**src/rtl/divider_iter_pkg.sv**
```systemverilog
// Shared defines, state encoding and helpers for the iterative divider.
// Holds bus/funct widths, DIV/DIVU codes, state codes and the iteration count.
`ifndef DIVIDER_ITER_DEFS
`define DIVIDER_ITER_DEFS
`define DATA_BUS        31:0
`define DOUBLE_DATA_BUS 63:0
`define FUNCT_BUS       5:0
`define FUNCT_DIV       6'b011010
`define FUNCT_DIVU      6'b011011
`define DIV_IDLE        2'b00
`define DIV_ZERO        2'b01
`define DIV_RUN         2'b10
`define DIV_DONE        2'b11
`define DIV_ITER        32
`endif

package divider_iter_pkg;

  localparam logic [5:0] FUNCT_DIV  = `FUNCT_DIV;
  localparam logic [5:0] FUNCT_DIVU = `FUNCT_DIVU;

  typedef enum logic [1:0] {
    S_IDLE = `DIV_IDLE,
    S_ZERO = `DIV_ZERO,
    S_RUN  = `DIV_RUN,
    S_DONE = `DIV_DONE
  } div_state_e;

  // Magnitude of an operand: only negated when signed and negative.
  function automatic logic [31:0] div_mag(
    input logic [31:0] v,
    input logic        sgn
  );
    return (sgn && v[31]) ? -v : v;
  endfunction

endpackage

```
**src/rtl/divider_iter_if.sv**
```systemverilog
// EX-stage <-> divider handshake bundle.
// master = EX (drives request/operands), slave = divider (drives status/result).
interface divider_iter_if;
  logic [`FUNCT_BUS]       funct;
  logic                    div_en;
  logic                    annul;
  logic [`DATA_BUS]        operand_1;
  logic [`DATA_BUS]        operand_2;
  logic                    busy;
  logic                    done;
  logic [`DOUBLE_DATA_BUS] result_div;

  modport master (
    output funct, div_en, annul, operand_1, operand_2,
    input  busy, done, result_div
  );

  modport slave (
    input  funct, div_en, annul, operand_1, operand_2,
    output busy, done, result_div
  );
endinterface

```
**src/rtl/divider_iter_div_restore_step.sv**
```systemverilog
// One restoring-division step: shift in a dividend bit, trial subtract, select.
// Ports: rem_i/rem_o partial remainder, dvd_bit_i next MSB, dvs_i divisor, q_o quotient bit.
module div_restore_step #(
  parameter int W = 32
) (
  input  logic [W:0]   rem_i,
  input  logic         dvd_bit_i,
  input  logic [W-1:0] dvs_i,
  output logic [W:0]   rem_o,
  output logic         q_o
);

  logic [W+1:0] shifted;
  logic [W+1:0] diff;

  // Partial remainder stays below the divisor, so the shifted
  // value fits in W+1 bits and diff's MSB is a valid sign.
  always_comb begin
    shifted = {rem_i, dvd_bit_i};
    diff    = shifted - {2'b00, dvs_i};
    q_o     = ~diff[W+1];
    rem_o   = q_o ? diff[W:0] : shifted[W:0];
  end

endmodule

```
**src/rtl/divider_iter.sv**
```systemverilog
// Iterative radix-2 restoring DIV/DIVU unit; 32 steps, result {rem, quo}.
// Ports: clk, rst (async high), bus (slave). Option macro: DIV_EARLY_OUT_EN.
module divider_iter
  import divider_iter_pkg::*;
#(
  parameter int DATA_WIDTH = 32,
  parameter int CNT_WIDTH  = 6
) (
  input  logic         clk,
  input  logic         rst,
  divider_iter_if.slave bus
);

  div_state_e              state_q, state_d;
  logic [CNT_WIDTH-1:0]    cnt_q, cnt_d;
  logic [DATA_WIDTH:0]     rem_q, rem_d;
  logic [DATA_WIDTH-1:0]   dvd_q, dvd_d;
  logic [DATA_WIDTH-1:0]   dvs_q, dvs_d;
  logic                    neg_quo_q, neg_quo_d;
  logic                    neg_rem_q, neg_rem_d;
  logic                    busy_q, busy_d;
  logic                    done_q, done_d;
  logic [2*DATA_WIDTH-1:0] result_q, result_d;

  logic [DATA_WIDTH:0]     step_rem;
  logic                    step_q;
  logic                    is_div;
  logic [DATA_WIDTH-1:0]   a_mag, b_mag;
  logic [DATA_WIDTH-1:0]   quo_n, rem_n;
  logic [DATA_WIDTH-1:0]   quo_f, rem_f;

  div_restore_step #(
    .W(DATA_WIDTH)
  ) u_step (
    .rem_i     (rem_q),
    .dvd_bit_i (dvd_q[DATA_WIDTH-1]),
    .dvs_i     (dvs_q),
    .rem_o     (step_rem),
    .q_o       (step_q)
  );

  always_comb begin
    state_d   = state_q;
    cnt_d     = cnt_q;
    rem_d     = rem_q;
    dvd_d     = dvd_q;
    dvs_d     = dvs_q;
    neg_quo_d = neg_quo_q;
    neg_rem_d = neg_rem_q;
    busy_d    = busy_q;
    done_d    = done_q;
    result_d  = result_q;

    // Unknown funct codes fall back to unsigned.
    is_div = (bus.funct == `FUNCT_DIV);
    a_mag  = div_mag(bus.operand_1, is_div);
    b_mag  = div_mag(bus.operand_2, is_div);

    // dvd_q doubles as the quotient register as bits shift out.
    quo_n = {dvd_q[DATA_WIDTH-2:0], step_q};
    rem_n = step_rem[DATA_WIDTH-1:0];
    quo_f = neg_quo_q ? -quo_n : quo_n;
    rem_f = neg_rem_q ? -rem_n : rem_n;

    unique case (state_q)
      S_IDLE: begin
        if (bus.div_en) begin
          neg_quo_d = is_div &
                      (bus.operand_1[DATA_WIDTH-1] ^
                       bus.operand_2[DATA_WIDTH-1]);
          neg_rem_d = is_div & bus.operand_1[DATA_WIDTH-1];
          dvs_d     = b_mag;
          rem_d     = '0;
          cnt_d     = '0;
          if (bus.operand_2 == '0) begin
            // Raw dividend is parked here for the zero result.
            state_d = S_ZERO;
            dvd_d   = bus.operand_1;
            busy_d  = 1'b1;
          end
`ifdef DIV_EARLY_OUT_EN
          else if (a_mag < b_mag) begin
            state_d  = S_DONE;
            done_d   = 1'b1;
            result_d = {bus.operand_1, {DATA_WIDTH{1'b0}}};
          end
`endif
          else begin
            state_d = S_RUN;
            dvd_d   = a_mag;
            busy_d  = 1'b1;
          end
        end
      end
      S_ZERO: begin
        state_d  = S_DONE;
        busy_d   = 1'b0;
        done_d   = 1'b1;
        result_d = {dvd_q, {DATA_WIDTH{1'b1}}};
      end
      S_RUN: begin
        rem_d = step_rem;
        dvd_d = quo_n;
        cnt_d = cnt_q + 1'b1;
        if (cnt_q == CNT_WIDTH'(`DIV_ITER - 1)) begin
          state_d  = S_DONE;
          busy_d   = 1'b0;
          done_d   = 1'b1;
          result_d = {rem_f, quo_f};
        end
      end
      S_DONE: begin
        if (!bus.div_en) begin
          state_d = S_IDLE;
          done_d  = 1'b0;
        end
      end
      default: state_d = S_IDLE;
    endcase

    // Flush wins over everything, including a same-cycle start.
    if (bus.annul) begin
      state_d  = S_IDLE;
      busy_d   = 1'b0;
      done_d   = 1'b0;
      result_d = result_q;
    end
  end

  always_ff @(posedge clk or posedge rst) begin
    if (rst) begin
      state_q   <= S_IDLE;
      cnt_q     <= '0;
      rem_q     <= '0;
      dvd_q     <= '0;
      dvs_q     <= '0;
      neg_quo_q <= 1'b0;
      neg_rem_q <= 1'b0;
      busy_q    <= 1'b0;
      done_q    <= 1'b0;
      result_q  <= '0;
    end else begin
      state_q   <= state_d;
      cnt_q     <= cnt_d;
      rem_q     <= rem_d;
      dvd_q     <= dvd_d;
      dvs_q     <= dvs_d;
      neg_quo_q <= neg_quo_d;
      neg_rem_q <= neg_rem_d;
      busy_q    <= busy_d;
      done_q    <= done_d;
      result_q  <= result_d;
    end
  end

  assign bus.busy       = busy_q;
  assign bus.done       = done_q;
  assign bus.result_div = result_q;

endmodule
```
**src/flat_wrapper.sv**
```systemverilog
// flat-port wrapper written by rule: the top's interface ports become plain ports
module divider_iter_flat import divider_iter_pkg::*;
#(
  parameter int DATA_WIDTH = 32,
  parameter int CNT_WIDTH  = 6
)
  (clk, rst, bus_funct, bus_div_en, bus_annul, bus_operand_1, bus_operand_2, bus_busy, bus_done, bus_result_div);
  divider_iter_if bus_i ();
  input  logic clk;
  input  logic rst;
  input wire logic [$bits(bus_i.funct)-1:0] bus_funct;
  input wire logic [$bits(bus_i.div_en)-1:0] bus_div_en;
  input wire logic [$bits(bus_i.annul)-1:0] bus_annul;
  input wire logic [$bits(bus_i.operand_1)-1:0] bus_operand_1;
  input wire logic [$bits(bus_i.operand_2)-1:0] bus_operand_2;
  output wire logic [$bits(bus_i.busy)-1:0] bus_busy;
  output wire logic [$bits(bus_i.done)-1:0] bus_done;
  output wire logic [$bits(bus_i.result_div)-1:0] bus_result_div;
  assign bus_i.funct = bus_funct;
  assign bus_i.div_en = bus_div_en;
  assign bus_i.annul = bus_annul;
  assign bus_i.operand_1 = bus_operand_1;
  assign bus_i.operand_2 = bus_operand_2;
  assign bus_busy = bus_i.busy;
  assign bus_done = bus_i.done;
  assign bus_result_div = bus_i.result_div;
  divider_iter #(.DATA_WIDTH(DATA_WIDTH), .CNT_WIDTH(CNT_WIDTH)) u_core (.clk(clk), .rst(rst), .bus(bus_i));
endmodule
```
**config.mk**
```make
export PLATFORM = sky130hd
export DESIGN_NAME = divider_iter_flat
export DESIGN_NICKNAME = d
export VERILOG_FILES = /design/src/rtl/divider_iter_pkg.sv /design/src/rtl/divider_iter_if.sv /design/src/rtl/divider_iter_div_restore_step.sv /design/src/rtl/divider_iter.sv /design/src/flat_wrapper.sv
export SDC_FILE = /design/constraint.sdc
export NUM_CORES = 1
export LEC_CHECK = 0
export CAP_MARGIN = 20
export CORE_UTILIZATION = 40
export DETAILED_ROUTE_END_ITERATION = 16
export PLACE_DENSITY = 0.58
export SLEW_MARGIN = 20
export SYNTH_ARGS = -nofsm -noshare
export SYNTH_HDL_FRONTEND = slang
export SYNTH_SLANG_ARGS = --single-unit
export TNS_END_PERCENT = 20
```
**constraint.sdc**
```tcl
create_clock -name clk -period 7.2 [get_ports clk]
set_input_delay 1.08 -clock clk [delete_from_list [all_inputs] [get_ports clk]]
set_output_delay 1.08 -clock clk [all_outputs]
set_load 0.01 [all_outputs]
```
==> results.cfg, run 1 <==
[clock_tree]
clock-root-buffer = clkbuf_16
cts_buffers = 17
postCtsHoldBufs = 0
postCtsSetupBuffers = 0
htree_levels = 4
cts-resized-gates = 0
cts_tree = built
clk_pin_slew_ps = 70
clk_latency_ps = 450
cts_buffer_depth = 2
cts_sinks = 173

[placed_design]
place_area_um2 = 14500
post-place-ws_ps = 1360
dp_cells = 2024
place_hpwl_mm = 30.4
place_congestion = 0.923
port_buffers = 139

[worst_setup_path]
r2r_end = u_core.bus.result_div[60]
cp_max_fo = 41
startpoint = u_core.rem_q[10]
cp.arrival_ps = 6290
cp.required_ps = 7500
reg2reg_from = u_core.rem_q[10]
worst-r2r-setup-slack_ps = 1210
critPathKind = flop to flop
startpoint_type = flop
end_kind = flop
r2r_cells = 18

[global_routing]
antenna_found_initial = 0
grt_use_total_pct = 25.3
grt_start_max_net_pins = 74
overflow = 0
grt_pass1_vias = 11500
grt_pass1_wl_mm = 65.2

[floorplanning]
core_um2 = 31600
ios = 140
initial_core_util_pct = 40.7
die_w_um = 181
die-area_um2 = 32800
rows = 65
die_y_um = 181

[detailed_routing]
vias = 12000
route.detailed.drc = 0
detail_route.wirelength_mm = 41.0
ant_nets = 0
post_drt_wl_per_cell_um = 19.9
vias_per_cell = 5.83
first_iter_violations = 884
dr.pass1.iters = 7

[logic_synthesis]
yosysUniqueCellTypes = 86
synth_cells = 1564
yosysTopAreaCell = dfrtp_1
yosysSeqAreaShare_pct = 33.7
synth_most_common_cell = nand2_1
avgSynthCellArea_um2 = 8.20
synth_common_cells = 213 x nand2_1, 183 x o21ai_0, 173 x dfrtp_1, 109 x a21oi_1, 103 x nor2_1
async_reset_ff_share_pct = 100
synth_edf_count = 0
yosys_most_used_dff = dfrtp_1
netlist_area_um2 = 12800
ys_seq_elements = 173
yosysTopAreaCellShare_pct = 33.7
synthTopCellsByArea = dfrtp_1 34%, o21ai_0 7.1%, nand2_1 6.2%
synth_nets = 1680
yosysWarnings = 0

[cells_and_area]
drive_above_1_share_pct = 4.77
fillers = 3114
final_util_pct = 47.7
final_area_um2 = 15100
final_net_count = 1758
fin_cells = 2058
syn_to_final_growth_pct = 17.4

[timing]
rsz0062_at_grt = false
fin_skew_ps = 10.4
tightest_slew_ps = 1000
slew_headroom_pct = 33.0
fmax_mhz = 167
finalSetupViolations = 0
hold_violations = 0
slew_viol_final = 0
worst_slack_ps = 1210
finalCritPeriodShare_pct = 83.2
finalSetupTns_ps = 0
period_minus_slack_ps = 5990
whs_ps = 478

[power_and_ir_drop]
pwr_density_cell_nw_per_um2 = 506
leakagePower_nw = 6.07
total_power_mw = 7.63
vdd_ir_drop_max_mv = 0.373

[worst_hold_path]
hold_path.class = flop to flop
hold_depth = 2
whs_endpoint = u_core.dvs_q[10]
holdCritStartpoint = u_core.dvs_q[10]

[flow_run]
cap_violations = 0

[run_status]
status = complete, no violations
==> metal layers <==
layer	GRT usage (%)	routed length [um]	share of wire (%)	up-vias
met5	0	0	0	-
met4	9.12	1130	2.8	0
met3	3.87	1900	4.6	62
met2	41.0	19000	46	337
met1	34.1	18900	46	5776
li1	-	-	-	5818
==> kinds of logic after synthesis <==
logic type	count (synthesis)	synth area share (%)
AO/OA/AOI/OAI	489	24.0
XOR/XNOR	135	9.21
adder cells (fa/ha/maj)	42	4.15
buffers and inverters	147	4.57
flip-flops	173	33.7
multiplexers	71	5.58
AND/OR/NAND/NOR	507	18.7
==> registers in the layout (all words and copies together), names as in the netlist, 2 cells and up <==
signal and cells:
u_core.bus.result_div 64, u_core.cnt_q 6, u_core.dvd_q 32, u_core.dvs_q 32
u_core.rem_q 33, u_core.state_q 2
==> critical path: stages (launching register included) <==
cell and delay [ps]:
dfrtp_1 490, ha_1 450, a21oi_1 370, a21boi_0 230, nor3_2 400, o221ai_1 230
a211oi_2 800, nor2_4 40, inv_2 590, nor2_1 80, a21oi_1 230, ha_1 260
nor3b_1 370, nand2_1 90, a211oi_1 310, a41oi_1 160, o41ai_1 490, xnor2_1 170
o22ai_1 100
==> power by group <==
part           leakage (nW)  switching (mW)  internal, mW  total, mW
Sequential             2.10           0.450          1.38       1.83
Combinational          3.70            3.03          1.85       4.88
Clock                 0.272           0.452         0.464      0.916
==> cell usage in the layout, fill, tap and decap left out, types with 15 or more instances in the layout <==
cell type	Yosys	final
nand3_1	19	19
mux2i_1	67	67
o21ai_0	183	183
nand2_1	213	211
clkbuf_16	0	17
a21oi_1	109	108
nor4_1	20	20
nor2_1	103	103
dfrtp_1	173	172
inv_1	51	50
xor2_1	55	55
xnor2_1	80	80
o22a_1	29	29
o31ai_1	28	28
ha_1	41	40
clkdlybuf4s50_1	0	139
o41ai_1	15	15
a31oi_1	24	24
nor3_1	38	38
==> how the worst max path moves through the flow <==
stage,depth (start not counted),slack [ps],to
6_report,18,1210,u_core.bus.result_div[60]
5_1_grt,18,740,u_core.bus.result_div[60]
4_1_cts,17,1350,u_core.bus.result_div[56]
3_5_place_dp,18,1360,u_core.bus.result_div[60]
3_3_place_gp,17,1540,u_core.bus.result_div[56]
2_1_floorplan,1,1430,u_core.bus.busy
==> area by class of cell <==
type / count / area [um2] / share of cell area [%]
repair buffers: 152 / 1510 / 10.0
inverters: 54 / 208 / 1.38
clock buffers: 18 / 439 / 2.92
multi-input cells: 1244 / 7940 / 52.7
well taps: 402 / 503 / 3.34
diodes: 1 / 2.50 / 0.0166
flip-flops and latches: 173 / 4330 / 28.8
clock inverters: 14 / 126 / 0.839
(Power assumes the default switching activity.)
==> inputs of run 2 (changes only) <==
clock period = 5.71 ns   (was 7.2 ns; I/O delays follow)
==> run 2 against run 1 <==
Net effect: worst hold slack worse by 1.1 ps; sequential power grew 26%; critical path type unchanged; die area stayed put; clock power grew 41%.
==> results.cfg, run 2 (synthesis results as in run 1) <==
[run_status]
status = complete, no violations

[power_and_ir_drop]
power_frac_clock_pct = 13.1
p_switching_mw = 4.98
pwr_density_cell_nw_per_um2 = 649
p_comb_share_pct = 63.6
p_seq_share_pct = 23.3
intPower_mw = 4.88
leakagePower_nw = 6.17
p_sw_share_pct = 50.5
vdd_ir_drop_max_mv = 0.528

[timing]
slew_headroom_pct = 29.9
tightest_slew_ps = 1040
finalSetupTns_ps = 0
period_minus_slack_ps = 5120
fin_skew_ps = 9.93
fmax_mhz = 195
finalSetupViolations = 0
hold_violations = 0
rsz0062_at_grt = false
slew_viol_final = 0
finalCritPeriodShare_pct = 89.7

[worst_setup_path]
cp_max_fo = 11
r2r_cells = 17
startpoint_type = flop
critPathKind = flop to flop
worst-r2r-setup-slack_ps = 590
end_kind = flop
startpoint = u_core.rem_q[10]
cp.arrival_ps = 5450
r2r_end = u_core.bus.result_div[56]
crit_end = u_core.bus.result_div[56]
cp.required_ps = 6040
reg2reg_from = u_core.rem_q[10]

[detailed_routing]
route.detailed.drc = 0
m1WireLength_mm = 19.3
post_drt_wl_per_cell_um = 19.7
vias_per_cell = 5.75
first_iter_violations = 877
routed.top_layer = met4
ant_nets = 0
detail_route.wirelength_mm = 40.8
wl_met3_mm = 1.38
vias = 11900
dr.pass1.iters = 5
met2_length_mm = 19.3

[floorplanning]
die-area_um2 = 32800
rows = 65
ios = 140
core_um2 = 31600
die_y_um = 181
initial_core_util_pct = 40.7
die_w_um = 181

[cells_and_area]
final_net_count = 1769
num_antenna_cells = 0
fillers = 3086
syn_to_final_growth_pct = 18.5
drive_above_1_share_pct = 5.22
largest_reg_flops = 64
final_common_cell = nand2_1
final_area_um2 = 15200
final_cell_mix = 212 x nand2_1, 183 x o21ai_0, 173 x dfrtp_1

[worst_hold_path]
hold_path.class = flop to flop
holdCritStartpoint = u_core.dvs_q[29]

[placed_design]
place_congestion = 0.938
port_buffers = 139
place_area_um2 = 14600
place_hpwl_mm = 30.7

[clock_tree]
postCtsSetupBuffers = 0
clock-root-buffer = clkbuf_16
cts_buffer_depth = 2
clk_latency_ps = 450
htree_levels = 4
postCtsHoldBufs = 0
cts_tree = built
cts_buffers = 17
cts_sinks = 173
cts-resized-gates = 0
clk_pin_slew_ps = 70

[global_routing]
antenna_found_initial = 0
grt_pass1_vias = 11500
grt_pass1_wl_mm = 65.6
grt_start_max_net_pins = 96
overflow = 0
grt_use_total_pct = 25.5

[flow_run]
cap_violations = 0
## run 2: changes by cell type in the layout (fill, tap and decap cells not counted), sizes merged
cell and change:
buf +11, diode -1, clkinvlp -3, bufinv +4
inv -1
## run 2: cell type report
type / instances / area, um2 / share of cell area, %
flip-flops and latches: 173 / 4330 / 28.5
well taps: 402 / 503 / 3.31
repair buffers: 163 / 1590 / 10.5
multi-input cells: 1244 / 7940 / 52.2
clock buffers: 18 / 429 / 2.82
clock inverters: 14 / 206 / 1.36
inverters: 54 / 208 / 1.37
## run 2: worst min path at each step
stage	to	slack, ps	cells after the start
after global placement	u_core.neg_quo_q	460	2
final	u_core.dvs_q[29]	480	2
after detailed placement	u_core.neg_quo_q	460	2
after global routing	u_core.neg_quo_q	500	2
after CTS	u_core.neg_quo_q	480	2
after floorplan	u_core.dvs_q[10]	450	2
## run 2: per-layer routing
layer	vias to the layer above	global-route usage [%]
met5	-	0
met2	294	42.0
met4	0	7.56
met1	5712	35.1
li1	5834	-
met3	50	2.84
## run 2: worst max-delay path, stage by stage (launching register included)
cell and delay [ps]:
dfrtp_1 450, ha_1 440, a21oi_1 380, a21boi_0 240, nor3_2 440, o221ai_1 240
a211oi_2 370, nor2_4 70, inv_2 150, nor2_1 70, a21oi_1 220, ha_1 280
nand4_1 160, nor4_1 450, a31oi_1 260, a21oi_1 190, mux2_1 330, a311o_1 260
## run 2: power by group through the flow
stage | combinational, mW | sequential, mW | clock [mW]
2_1_floorplan | 4.25 | 2.18 | 0
6_report | 6.27 | 2.30 | 1.29
3_3_place_gp | 6.16 | 2.31 | 0
5_1_grt | 6.90 | 2.38 | 1.36
3_5_place_dp | 6.19 | 2.32 | 0
4_1_cts | 6.22 | 2.30 | 1.32
## run 2: per-stage QoR
stage	instances	total power, mW	util (%)	hold WS, ps	setup slack, ps
after global placement	2035	8.47	46.1	460	895
after CTS	2068	9.84	48.2	479	647
final	2068	9.86	48.2	476	590
after global routing	2068	10.6	48.2	498	182
after floorplan	1564	6.43	-	450	165
after detailed placement	2036	8.51	46.2	463	653
==> inputs of run 3 (changes only) <==
CORE_ASPECT_RATIO = 0.6   (was not set)
==> run 3 against run 2 <==
Net effect: clock skew grew 0.73 ps; cell count grew 1.1%; combinational power grew 1%; largest power group unchanged; clock power shrank 10%; cell area is essentially flat; global-route usage grew 0.42 points.
==> results.cfg, run 3 (synthesis results as in run 1) <==
[cells_and_area]
final_cell_mix = 211 x nand2_1, 183 x o21ai_0, 173 x dfrtp_1
num_antenna_cells = 0
largest_reg_flops = 64
drive_above_1_share_pct = 5.73
final_common_cell = nand2_1
syn_to_final_growth_pct = 18.6
final_net_count = 1779

[timing]
rsz0062_at_grt = false
finalCritPeriodShare_pct = 93.6
slew_headroom_pct = 31.5
slew_viol_final = 0
period_minus_slack_ps = 5340
hold_violations = 0
finalSetupTns_ps = 0
finalSetupViolations = 0
tightest_slew_ps = 1020
fin_skew_ps = 10.7
fmax_mhz = 187

[floorplanning]
initial_core_util_pct = 40.9
ios = 140
rows = 50
die-area_um2 = 32800
die_w_um = 233
core_um2 = 31300
die_y_um = 141

[detailed_routing]
routed.top_layer = met4
ant_nets = 0
post_drt_wl_per_cell_um = 20.0
vias_per_cell = 5.83
first_iter_violations = 1133
wl_met3_mm = 3.16
vias = 12200
route.detailed.drc = 0
dr.pass1.iters = 5
met2_length_mm = 16.8
m1WireLength_mm = 21.4
detail_route.wirelength_mm = 41.8

[power_and_ir_drop]
p_seq_share_pct = 23.4
intPower_mw = 4.81
vdd_ir_drop_max_mv = 0.348
p_switching_mw = 5.01
pwr_density_cell_nw_per_um2 = 645
p_comb_share_pct = 64.8
power_frac_clock_pct = 11.8
p_sw_share_pct = 51.0
leakagePower_nw = 6.17
total_power_mw = 9.82

[worst_setup_path]
cp.required_ps = 6020
startpoint_type = flop
cp_max_fo = 6
end_kind = flop
cp.arrival_ps = 5650
critPathKind = flop to flop

[clock_tree]
cts_buffers = 17
postCtsSetupBuffers = 0
clk_latency_ps = 450
cts_buffer_depth = 2
htree_levels = 4
postCtsHoldBufs = 0
cts_sinks = 173
clk_pin_slew_ps = 70
cts-resized-gates = 0
clock-root-buffer = clkbuf_16
cts_tree = built

[global_routing]
antenna_found_initial = 1
grt_pass1_wl_mm = 66.0
grt_use_total_pct = 25.9
grt_start_max_net_pins = 101
grt_pass1_vias = 11600
overflow = 0

[run_status]
status = complete, no violations

[worst_hold_path]
hold_path.class = flop to flop

[placed_design]
port_buffers = 139
place_congestion = 0.963
place_hpwl_mm = 31.6

[flow_run]
cap_violations = 0
[run 3: cell count changes in the layout (fill, tap and decap cells not counted), sizes merged]
cell | previous run | this run
bufinv | 4 | 1
clkinv | 5 | 6
clkbuf | 18 | 22
inv | 59 | 54
clkinvlp | 0 | 2
buf | 24 | 34
[run 3: final cells by class]
cell class	instances	area, um2
fill	2987	16100
multi-input combinational	1244	7940
sequential	173	4330
timing repair buffer	173	1660
tap	416	520
clock buffer	22	474
inverter	54	208
clock inverter	9	86.3
[run 3: stage by stage]
stage	cells	worst slack (ps)	hold slack, ps	cell area, um2	util [%]
floorplan	1564	165	450	12800	-
global placement	2060	874	461	14700	46.8
detailed placement	2060	549	474	14700	46.8
CTS	2091	511	489	15200	48.5
global route	2091	54.5	506	15200	48.6
finish	2091	367	483	15200	48.6
[run 3: final timing paths]
kind | slack (ps) | startpoint | to | depth (start not counted)
worst max-delay path | 370 | u_core.rem_q[25] | u_core.bus.result_div[60] | 18
worst min-delay path | 480 | u_core.dvs_q[13] | u_core.dvs_q[13] | 2
worst max register to register | 370 | u_core.rem_q[25] | u_core.bus.result_div[60] | 18
worst min register to register | 480 | u_core.dvs_q[13] | u_core.dvs_q[13] | 2
max in group asynchronous | 3730 | rst | u_core.rem_q[26] | 3
min in group asynchronous | 900 | rst | u_core.bus.result_div[10] | 2
[run 3: metal layers]
metal / GRT usage, % / vias to the layer above
li1: - / 5860
met1: 41.1 / 5892
met2: 35.5 / 416
met3: 4.83 / 29
met4: 5.71 / 0
met5: 0 / -
[run 3: power groups by stage]
stage	Clock (mW)	Combinational [mW]	Sequential (mW)
after global routing	1.23	6.97	2.36
after global placement	0	6.21	2.30
final	1.16	6.36	2.30
after floorplan	0	4.25	2.18
after CTS	1.18	6.25	2.29
after detailed placement	0	6.22	2.31
[run 3: critical path, cell delays in order, from the launching register on]
cell       delay, ps
dfrtp_1          420
ha_1             360
a21oi_1          230
o21ai_0          200
a2111oi_0        650
o21ai_0          410
o2bb2ai_1        280
nor2_4           250
inv_2             90
buf_4            160
a21oi_1          190
ha_1             250
nor3b_1          350
nand2_1          100
a211oi_1         310
a41oi_1          190
o41ai_1          500
xnor2_1          170
o22ai_1           90
==> variant (flow settings as in run 1) <==
`CNT_WIDTH` is set to 6 in 2 places; all go to 3.
--- a/src/rtl/divider_iter.sv
+++ b/src/rtl/divider_iter.sv
@@ -4,7 +4,7 @@
   import divider_iter_pkg::*;
 #(
   parameter int DATA_WIDTH = 32,
-  parameter int CNT_WIDTH  = 6
+  parameter int CNT_WIDTH  = 3
 ) (
   input  logic         clk,
   input  logic         rst,
--- a/src/flat_wrapper.sv
+++ b/src/flat_wrapper.sv
@@ -2,7 +2,7 @@
 module divider_iter_flat import divider_iter_pkg::*;
 #(
   parameter int DATA_WIDTH = 32,
-  parameter int CNT_WIDTH  = 6
+  parameter int CNT_WIDTH  = 3
 )
   (clk, rst, bus_funct, bus_div_en, bus_annul, bus_operand_1, bus_operand_2, bus_busy, bus_done, bus_result_div);
   divider_iter_if bus_i ();
Check against the original RTL: not equivalent (a bounded check fails within 10 cycles, from zero or initial values and one cycle with rst high).
==> variant against run 1 <==
- final area shrank 2.2%
- clock power grew 2.5%
- synthesized area shrank 3.1%
- largest cell class unchanged
- sequential cell count shrank 3
- power shrank 0.28%
- routed wire length shrank 6.9%
- first-iteration DRC count shrank 3.2%
- largest power group unchanged
- worst setup slack gained 310 ps
- sequential share of layout area grew 0.14 points
==> variant: results (changes against run 1) <==
- Largest net degree at the start of global routing: 101 (+36%)
- Routed via count divided by cell count: 5.668 (-2.7%)
- Worst setup slack for register-to-register paths: 1520 ps (+310 ps)
- Clock network fraction of total power: 0.123 (+0.003)
- GPL Wtd Cong: 0.9067 (-1.7%)
- Worst Reg-to-Reg Cells: 22 (+4)
- Post-Syn Nets: 1594 (-5.1%)
- Leakage power total: 6.026 nW (-0.70%)
- Crit-path slowest cell: sky130_fd_sc_hd__dfrtp_1
- Count of unique library cells instantiated by Yosys: 84 (-2.3%)
- Starting DRT DRC Count: 856 (-3.2%)
- Termination of the worst setup path: u_core.bus.result_div[58]
- Post-synthesis compound-gate area fraction: 0.2295 (-0.01060)
- GR Util met1: 0.3427 (+0.001920)
- Stage delay of the slowest cell on the critical path: 450 ps (-350 ps)
- Multiplexer share of the synthesized area: 0.06267 (+0.006898)
- IR Drop Worst-Case VDD: 0.3238 mV (-13%)
- Detailed Routing Iterations Pass 1: 8 (+1)
- Layout Skew: 15.98 ps (+5.550 ps)
- Via count of the first global-routing pass: 10880 (-5.6%)
- Total length of routed met2 wires: 17730 um (-6.8%)
- Fraction of final layout cells with drive strength greater than 1: 0.06191 (+0.01417)
- Switching part of the total power: 0.5112 (-0.004671)
- First-pass GRT wire length: 60600 um (-7.1%)
- Worst max-slew margin expressed relative to the limit: 0.3171 (-0.01303)
- Run status: finished clean
- Largest fanout of any net on the critical path: 24 (-41%)
- Reg2reg start: u_core.rem_q[7]
- Area share of xor/xnor cells in the synthesized design: 0.1007 (+0.008553)
- Number of inserted filler cells in the final layout: 3001 (-3.6%)
- Detailed-routed wire length on met3: 1444 um (-24%)
==> variant: kinds of logic after synthesis <==
logic type,Yosys count
muxes,77
AOI/OAI and AO/OA,442
xor gates and xnor gates,143
buffers and inverters,140
and+or+nand+nor,462
DFF,170
adders and majority gates,43
==> variant: area by class of cell <==
class | count | area share
tap | 396 | 0.03364
multi-input combinational | 1167 | 0.5196
clock inverter | 15 | 0.01045
timing repair buffer | 155 | 0.1031
inverter | 59 | 0.01538
sequential | 170 | 0.2889
clock buffer | 17 | 0.02888
==> variant: critical path: cells and delay by family (launching register included) <==
family	cells	cell delay (ps)
XOR/XNOR	1	180
adder cells (fa/ha/maj)	2	630
AO/OA/AOI/OAI	8	2200
AND/OR/NAND/NOR	8	1530
buffers and inverters	3	540
flip-flops	1	450
==> variant: how the worst min path moves through the flow <==
| stage | startpoint | endpoint | depth (start not counted) |
|---|---|---|---|
| 6_report | u_core.dvs_q[28] | u_core.dvs_q[28] | 2 |
| 5_1_grt | u_core.bus.result_div[38] | u_core.bus.result_div[38] | 2 |
| 4_1_cts | u_core.dvs_q[24] | u_core.dvs_q[24] | 2 |
| 3_3_place_gp | u_core.dvs_q[26] | u_core.dvs_q[26] | 2 |
| 3_5_place_dp | u_core.bus.result_div[43] | u_core.bus.result_div[43] | 2 |
| 2_1_floorplan | u_core.dvs_q[10] | u_core.dvs_q[10] | 2 |
==> variant: metrics by stage <==
stage               setup slack [ps]  area (um2)  instances  hold slack [ps]  utilization
floorplan                       1517       12440       1477            449.8            -
global placement                1701       14130       1946            463.8       0.4620
detailed placement              1634       14130       1946            469.6       0.4620
CTS                             1590       14710       1978            486.4       0.4809
global route                    1253       14730       1979            507.4       0.4815
finish                          1519       14730       1979            478.9       0.4815
